<file path="config.mk">
export PLATFORM = sky130hd
export DESIGN_NAME = mult_sequencer
export DESIGN_NICKNAME = d
export VERILOG_FILES = /design/src/rtl/mult_sequencer.sv
export SDC_FILE = /design/constraint.sdc
export NUM_CORES = 1
export LEC_CHECK = 0
export ABC_AREA = 1
export BUFFER_PORTS_ARGS = -buffer_cell sky130_fd_sc_hd__buf_2
export CAP_MARGIN = 10
export CORE_AREA = 2 2 39 41
export DETAILED_ROUTE_END_ITERATION = 8
export DIE_AREA = 0 0 41 43
export HOLD_SLACK_MARGIN = 0.03
export MAX_ROUTING_LAYER = met4
export PLACE_DENSITY_LB_ADDON = 0.2
export SETUP_SLACK_MARGIN = 0.1
export SLEW_MARGIN = 25
export SYNTH_ARGS = -nofsm -noshare
export SYNTH_HDL_FRONTEND = slang
export SYNTH_SLANG_ARGS = --single-unit
export TNS_END_PERCENT = 1
</file>
<file path="constraint.sdc">
create_clock -name clk -period 2.3 [get_ports clk]
set_input_delay 0 -clock clk [delete_from_list [all_inputs] [get_ports clk]]
set_output_delay 0 -clock clk [all_outputs]
set_load 0.02 [all_outputs]
</file>
<file path="src/rtl/mult_sequencer.sv">
// Control FSM for a shift-and-add multiplier: captures operands, steps WIDTH add/shift cycles, holds done until acked.
// Optional MULT_SKIP_ZERO_EN: finish early once the multiplier register has shifted down to zero.
//
// state | meaning
// ------+----------------------------------------------------------
// IDLE  | waiting for inputdata_ready; iter_cnt holds last result
// LOAD  | one cycle, operands captured and product cleared
// CALC  | one add/shift iteration per cycle, iter_cnt counts them
// DONE  | product valid, waiting for result_ack
module mult_sequencer #(
  parameter  int WIDTH = 8,
  localparam int CNT_W = $clog2(WIDTH + 1)
) (
  input  logic             clk,
  input  logic             reset,
  input  logic             inputdata_ready,
  input  logic             b_lsb,
  input  logic             mplr_zero,
  input  logic             result_ack,
  output logic             loaddata,
  output logic             add_en,
  output logic             shift_en,
  output logic             busy,
  output logic             done,
  output logic [CNT_W-1:0] iter_cnt
);

  typedef enum logic [1:0] {
    IDLE = 2'd0,
    LOAD = 2'd1,
    CALC = 2'd2,
    DONE = 2'd3
  } state_t;

  state_t           state_q, state_d;
  logic [CNT_W-1:0] cnt_q, cnt_d;
  logic             skip;
  logic             last_iter;

`ifdef MULT_SKIP_ZERO_EN
  assign skip = mplr_zero;
`else
  logic unused_mplr_zero;
  assign unused_mplr_zero = mplr_zero;
  assign skip             = 1'b0;
`endif

  assign last_iter = (cnt_q == CNT_W'(WIDTH - 1));
  assign iter_cnt  = cnt_q;

  always_ff @(posedge clk or negedge reset) begin
    if (!reset) begin
      state_q <= IDLE;
      cnt_q   <= '0;
    end else begin
      state_q <= state_d;
      cnt_q   <= cnt_d;
    end
  end

  always_comb begin
    state_d = state_q;
    cnt_d   = cnt_q;
    case (state_q)
      IDLE: begin
        if (inputdata_ready) state_d = LOAD;
      end
      LOAD: begin
        cnt_d   = '0;
        state_d = CALC;
      end
      CALC: begin
        // A zero multiplier has no bits left to add, so the count is frozen where it stopped.
        if (skip) begin
          state_d = DONE;
        end else begin
          cnt_d = cnt_q + CNT_W'(1);
          if (last_iter) state_d = DONE;
        end
      end
      DONE: begin
        // No DONE->LOAD path: a new op always passes through IDLE.
        if (result_ack) state_d = IDLE;
      end
      default: begin
        state_d = IDLE;
      end
    endcase
  end

  always_comb begin
    loaddata = 1'b0;
    add_en   = 1'b0;
    shift_en = 1'b0;
    busy     = 1'b0;
    done     = 1'b0;
    case (state_q)
      LOAD: begin
        loaddata = 1'b1;
        busy     = 1'b1;
      end
      CALC: begin
        busy     = 1'b1;
        shift_en = ~skip;
        add_en   = b_lsb & ~skip;
      end
      DONE: begin
        done = 1'b1;
      end
      default: ;
    endcase
  end

endmodule

</file>
==> impl_summary.txt, run 1 <==
----------------------------------------------------
[STA]
  Portion of the clock cycle consumed by the worst path in the final layout ... 58.82%
  Setup repair after global routing missed its margin ... false
  Number of endpoints with negative hold slack in the final report ... 0
  Final Max Slew Viols ... 0
  Worst hold-check slack ... 111.0 ps
  Finish-stage setup viols ... 0
  Headroom to the max-slew limit ... 82.21%
  Period minus WS final ... 1353 ps
  Final setup TNS ... 0 ps
  Fin worst setup slack ... 947.1 ps
  Least-Margin Pin Slew ... 266.8 ps
  Maximum clock rate ... 739.1 MHz
  Fin Clk Skew ... 2.219 ps

[Floorplanning]
  Core footprint ... 0.001384 mm^2
  Overall die height ... 43 um
  Starting utilization of the core area ... 27.12%
  Area enclosed by the die boundary ... 0.001763 mm^2
  Count of standard-cell rows ... 14
  Top-Level Pins ... 15
  Die Span X ... 41 um

[Run]
  Max cap viols ... 0

[Synthesis]
  Library cell with the largest summed area after synthesis ... dfrtp_1
  Number of nets in the synthesized netlist ... 61
  Average size of a mapped cell ... 7.507 um^2
  Top cells by area, synth ... dfrtp_1, ha_1, nand2_1
  Area share of the leading cell type in the synthesized netlist ... 40.00%
  Post-synthesis instance area ... 375.4 um^2
  Post-synthesis cell type count ... 10
  Number of standard cells after synthesis ... 50
  Flip-flop and latch count after synthesis ... 6
  YS warnings ... 0
  Sequential element share of the synthesized area ... 40.00%

[Final layout]
  Area growth syn-to-layout ... 31.33%
  Commonest non-fill, non-tap cells in the layout ... nand2_1, buf_2, inv_1
  Layout filler cell count ... 157
  Number of nets in the layout ... 80
  Commonest non-fill, non-tap cell in the layout ... nand2_1
  Antenna fix cells ... 0
  Share of cells above drive strength 1 ... 26.87%

[GRT]
  Number of antenna violations at the first check in global routing ... 0
  Global routing usage summed across all routing layers ... 9.741%
  First-pass GRT wire length ... 1104 um
  GRT overflow ... 0
  Maximum number of pins on one net before global-route repair ... 9
  Vias in the first global route ... 296

[Setup path]
  Category of the critical setup timing path ... flip-flop to output port
  Critical path's top delay family ... adder cells
  Max incr delay on CP ... 430 ps
  Critical Path Source Type ... flip-flop
  Crit end category ... output port
  Max Fanout on Critical Path ... 8
  Ordered list of cells on the worst path ... inv_1 > ha_1 > buf_2
  Data required, critical path ... 2300 ps
  Slowest cell on crit path ... ha_1
  Arrival time of data at the critical path endpoint ... 1350 ps
  Buffers & Inverters on Critical Path ... 2

[Drt]
  Via count ... 358
  Via/cell ratio ... 4.313
  Count of unresolved DRC violations after routing ... 0
  Final ANT Viol Nets ... 0
  Number of search-and-repair iterations in the first detailed-routing pass ... 4
  Aggregate routed wire length ... 704 um
  Average wire per standard cell ... 8.482 um
  DR iter-0 viols ... 5

[Clock tree]
  Total of cells resized after clock tree synthesis ... 0
  Root buffer cell ... clkbuf_4
  Worst skew pair latency ... 240 ps
  Clock tree from TritonCTS ... yes
  Total number of H-tree levels ... 1
  Setup repair bufs after CTS ... 0
  Clock Sink Count ... 6
  Buffer depth of the longest clock path ... 2
  Post-cts hold buffer count ... 1
  Number of buffers created by CTS ... 3
  Clock transition at path regs ... 40 ps

[Power]
  Pwr dens ... 1405 mW/mm^2
  Worst IR drop on VDD ... 639.3 uV
  Leakage Power ... 0.2963 nW
  Overall power after layout ... 0.6926 mW

[Placed design]
  Estimated wirelength of the detail-placed design ... 558.6 um
  Worst slack at placement ... 945.4 ps
  Number of buffers inserted by port buffering ... 13
  Gp weighted congestion ... 0.6754

[Run status]
  Result of the run ... finished clean

[Worst hold path]
  HP Class ... input pin to async pin

----------------------------------------------------
[worst register-to-register path, cell delays in order (launching register included)]
cell and delay [ps]:
dfrtp_1 390, inv_1 80, ha_1 430, nand2_2 90
nor2_1 110, nand2_1 50, nand2_1 60, nor2_1 40
[logic make-up after synthesis]
group                      synth area share [%]
AOI/OAI and AO/OA                         6.666
adders and majority gates                 16.67
buffers and inverters                     8.000
DFF                                       40.00
and+or+nand+nor                           28.67
[state kept, by name, summed over array words and instances (netlist names)]
| name | flops |
|---|---|
| iter_cnt | 4 |
| state_q | 2 |
[path summary, 6_finish.rpt]
kind,startpoint,slack (ps),endpoint,cells past startpoint
max,state_q[0]$_DFFE_PN0P_,950,busy,3
min,reset,110,iter_cnt[3]$_DFFE_PN0P_,2
max reg2reg,state_q[0]$_DFFE_PN0P_,950,iter_cnt[3]$_DFFE_PN0P_,7
min reg2reg,iter_cnt[3]$_DFFE_PN0P_,530,iter_cnt[3]$_DFFE_PN0P_,3
max in group asynchronous,reset,2040,state_q[0]$_DFFE_PN0P_,2
min in group clk,inputdata_ready,190,state_q[1]$_DFFE_PN0P_,7
[Yosys cell counts]
cell,instances
inv_1,8
nand2_2,1
a21oi_1,4
nand2_1,16
ha_1,5
nand3_1,4
or2_2,1
nor2_1,4
dfrtp_1,6
o21ai_1,1
[cell type report]
type	count	area, um^2	area share (%)
Clock buffer	3	22.52	4.569
Inverter	8	30.03	6.091
Multi-Input combinational cell	36	195.2	39.59
Sequential cell	6	150.1	30.46
Tap cell	16	20.02	4.061
Timing Repair Buffer	14	75.07	15.23
[power by group]
group	leakage [nW]	total, mW	internal, mW	switching, mW
Combinational	0.204	0.415	0.147	0.268
Clock	0.0138	0.0953	0.0589	0.0363
Sequential	0.0781	0.182	0.143	0.0393
Total	0.296	0.693	0.349	0.344
[per-stage QoR]
stage	cell area, um^2	std cells	util, %
after floorplan	375.4	50	-
after global placement	460.4	79	33.27
after detailed placement	460.4	79	33.27
after CTS	493.0	83	35.62
after global routing	493.0	83	35.62
final	493.0	83	35.62
[layer usage]
layer | vias up | routed length [um] | global-route usage [%]
li1 | 189 | - | -
met1 | 151 | 345 | 12.83
met2 | 14 | 286 | 11.56
met3 | 4 | 48 | 1.571
met4 | 0 | 23 | 10.00
met5 | - | 0 | -
Power figures use the tool's default switching activity.
==> inputs of run 2 (changes only) <==
Settings changed: ABC_AREA 1 to 0.
Clock period 2.3 ns to 1.3 ns, I/O delays scaled along.
==> run 2 against run 1 <==
Synthesized cell count is 26% lower. Clock power is 79% higher. Clock-buffer cell count stayed put. Cell count is 12% lower. Combinational power grew to 2.5 times the previous value. Area after synthesis is 1.7% lower. Sequential cell count stayed put. Sequential power is 95% higher. Die area stayed put. Utilization is 7.4 points higher. Non-clock buffer count is 5 higher. Largest cell class unchanged. Largest power group unchanged.
==> impl_summary.txt, run 2 <==
----------------------------------------------------
[Drt]
  Average wire per standard cell ... 11.66 um (+37%)
  Aggregate routed wire length ... 851 um (+21%)
  Via count ... 329 (-8.1%)
  Count of unresolved DRC violations after routing ... 0 (unchanged)
  DR iter-0 viols ... 2 (-3)
  Via/cell ratio ... 4.507 (+4.5%)
  Final ANT Viol Nets ... 0 (unchanged)
  Number of search-and-repair iterations in the first detailed-routing pass ... 3 (-1)

[Final layout]
  Antenna fix cells ... 0 (unchanged)
  Commonest non-fill, non-tap cells in the layout ... buf_2, nand3_1, buf_4
  Total area of sequential cells ... 155.1 um^2 (+3.3%)
  Share of cells above drive strength 1 ... 61.40% (+35 points)
  Non-Filler Instances ... 73 (-12%)
  Max FFs per register ... 4 (unchanged)
  Multi-input logic area ... 256.5 um^2 (+31%)
  Layout filler cell count ... 146 (-7.0%)
  Area growth syn-to-layout ... 61.36%
  Commonest non-fill, non-tap cell in the layout ... buf_2
  Post-Route Utilization ... 43.04% (+7.4 points)
  Number of nets in the layout ... 70 (-13%)
  Layout Cell Area excl Fill ... 595.6 um^2 (+21%)

[Worst hold path]
  HP Class ... input pin to async pin

[STA]
  Period minus WS final ... 1248 ps
  Final setup TNS ... 0 ps (unchanged)
  Setup repair after global routing missed its margin ... true
  Number of endpoints with negative hold slack in the final report ... 0 (unchanged)
  Maximum clock rate ... 801.0 MHz
  Portion of the clock cycle consumed by the worst path in the final layout ... 96.03%
  Headroom to the max-slew limit ... 84.10% (+1.9 points)
  Fin worst setup slack ... 51.58 ps (-895.5 ps)
  Final Max Slew Viols ... 0 (unchanged)
  Worst hold-check slack ... 132.2 ps (+21.12 ps)
  Least-Margin Pin Slew ... 238.5 ps (-28.33 ps)
  Fin Clk Skew ... 1.281 ps (-0.9383 ps)
  Finish-stage setup viols ... 0 (unchanged)

[Synthesis]
  EDFF count, synth ... 0 (unchanged)
  Ranking of synthesized cells by instance count ... dfrtp_1, inv_1, ha_1, nand3_1, o21ai_0
  Area share of the leading cell type in the synthesized netlist ... 40.68% (+0.68 points)
  Post-synthesis cell type count ... 15 (+5)
  Number of nets in the synthesized netlist ... 48 (-21%)
  Most used DFF post-synth ... dfrtp_1
  Average size of a mapped cell ... 9.976 um^2 (+33%)
  Number of standard cells after synthesis ... 37 (-26%)
  YS warnings ... 0 (unchanged)
  Flip-flop and latch count after synthesis ... 6 (unchanged)
  Top cells by area, synth ... dfrtp_1, ha_1, nand3_1
  Asr flop ratio synth ... 100.0% (unchanged)
  Sequential element share of the synthesized area ... 40.68% (+0.68 points)
  Library cell with the largest summed area after synthesis ... dfrtp_1
  Post-synthesis instance area ... 369.1 um^2 (-1.7%)

[Placed design]
  Worst slack at placement ... 11.18 ps (-934.2 ps)
  Gp weighted congestion ... 0.6431 (-4.8%)
  Cell total after placement ... 65 (-18%)
  Number of buffers inserted by port buffering ... 13 (unchanged)
  Post-place instance area ... 509.2 um^2 (+11%)

[Setup path]
  Critical path's top delay family ... flip-flops
  Crit end category ... flip-flop
  Slowest cell on crit path ... dfrtp_2
  Arrival time of data at the critical path endpoint ... 1410 ps (+60 ps)
  Data required, critical path ... 1460 ps (-840 ps)
  Buffers & Inverters on Critical Path ... 0 (-2)
  Max Fanout on Critical Path ... 3 (-5)
  Critical Path Source Type ... flip-flop
  Category of the critical setup timing path ... flip-flop to flip-flop
  Ordered list of cells on the worst path ... ha_4 > nor2b_4 > a221oi_4 > mux2i_1
  Max incr delay on CP ... 440 ps (about the same)

[Clock tree]
  Clock Sink Count ... 6 (unchanged)
  Clock transition at path regs ... 50 ps (about the same)
  Buffer depth of the longest clock path ... 2 (unchanged)
  Number of buffers created by CTS ... 3 (unchanged)
  Clock tree from TritonCTS ... yes
  Root buffer cell ... clkbuf_4
  Worst skew pair latency ... 240 ps (about the same)
  Total number of H-tree levels ... 1 (unchanged)

[GRT]
  GRT overflow ... 0 (unchanged)
  Global routing usage summed across all routing layers ... 12.54% (+2.8 points)
  Vias in the first global route ... 326 (+10%)
  Number of antenna violations at the first check in global routing ... 0 (unchanged)
  First-pass GRT wire length ... 1386 um (+26%)
  Maximum number of pins on one net before global-route repair ... 11 (+2)

[Run]
  Max cap viols ... 0 (unchanged)

[Power]
  Leakage Power ... 0.2788 nW (-5.9%)
  Pwr dens ... 2636 mW/mm^2 (+88%)
  Worst IR drop on VDD ... 881.9 uV (+38%)
  Overall power after layout ... 1.570 mW (+130%)

[Floorplanning]
  Core footprint ... 0.001384 mm^2 (unchanged)
  Die Span X ... 41 um (unchanged)
  Top-Level Pins ... 15 (unchanged)
  Overall die height ... 43 um (unchanged)
  Area enclosed by the die boundary ... 0.001763 mm^2 (unchanged)
  Starting utilization of the core area ... 26.67% (-0.45 points)
  Count of standard-cell rows ... 14 (unchanged)

[Run status]
  Result of the run ... finished clean

----------------------------------------------------
[run 2: changes by cell type in the layout (fill, tap and decap cells not counted), sizes merged, moves of 2 or more]
cell	change
a21oi	-4
buf	+5
inv	-2
mux2i	+2
nand2	-16
nor2	-4
nor2b	+2
o21ai	+2
[run 2: report_power, final]
| part | switching [mW] | internal, mW | total [mW] |
|---|---|---|---|
| Combinational | 0.519 | 0.525 | 1.04 |
| Clock | 0.0667 | 0.104 | 0.171 |
| Sequential | 0.0924 | 0.262 | 0.354 |
| Total | 0.678 | 0.892 | 1.57 |
[run 2: cell type report]
cell class,instances,area share (%)
sequential,6,26.05
timing repair buffer,19,19.96
clock buffer,3,3.782
tap,16,3.361
inverter,6,3.782
multi-input combinational,23,43.07
[run 2: repair_timing]
action,CTS,global route
resized for setup,1,6
buffers inserted,1,3
endpoints found under the hold margin,6,0
endpoints found under the setup margin,5,8
pin swaps,1,3
hold buffers,1,0
gates cloned,0,0
[run 2: worst paths after layout]
kind / depth (start not counted) / endpoint / startpoint / slack [ps]
worst min-delay path: 2 / iter_cnt[2]$_DFFE_PN0P_ / reset / 130
worst max register to register: 4 / state_q[1]$_DFFE_PN0P_ / state_q[1]$_DFFE_PN0P_ / 50
worst max-delay path: 4 / state_q[1]$_DFFE_PN0P_ / state_q[1]$_DFFE_PN0P_ / 50
worst min register to register: 1 / iter_cnt[2]$_DFFE_PN0P_ / iter_cnt[2]$_DFFE_PN0P_ / 520
max in group asynchronous: 2 / state_q[1]$_DFFE_PN0P_ / reset / 1010
min in group clk: 4 / state_q[1]$_DFFE_PN0P_ / inputdata_ready / 170
[run 2: cells by family (layout without fill, tap and decap cells)]
group                      Yosys count  in the layout  share of synthesized area (%)
and+or+nand+nor                     10             10                          14.91
buffers and inverters                8             28                          8.472
AOI/OAI and AO/OA                    6              6                          13.56
DFF                                  6              6                          40.68
adders and majority gates            5              5                          16.95
muxes                                2              2                          5.424
[run 2: per-layer routing]
| layer | routed length (um) | part of all wire (%) | track usage, % |
|---|---|---|---|
| met5 | 0 | 0 | - |
| met4 | 4 | 0.47 | 8.000 |
| met3 | 47 | 5.5 | 3.141 |
| met2 | 449 | 53 | 19.38 |
| met1 | 349 | 41 | 13.49 |
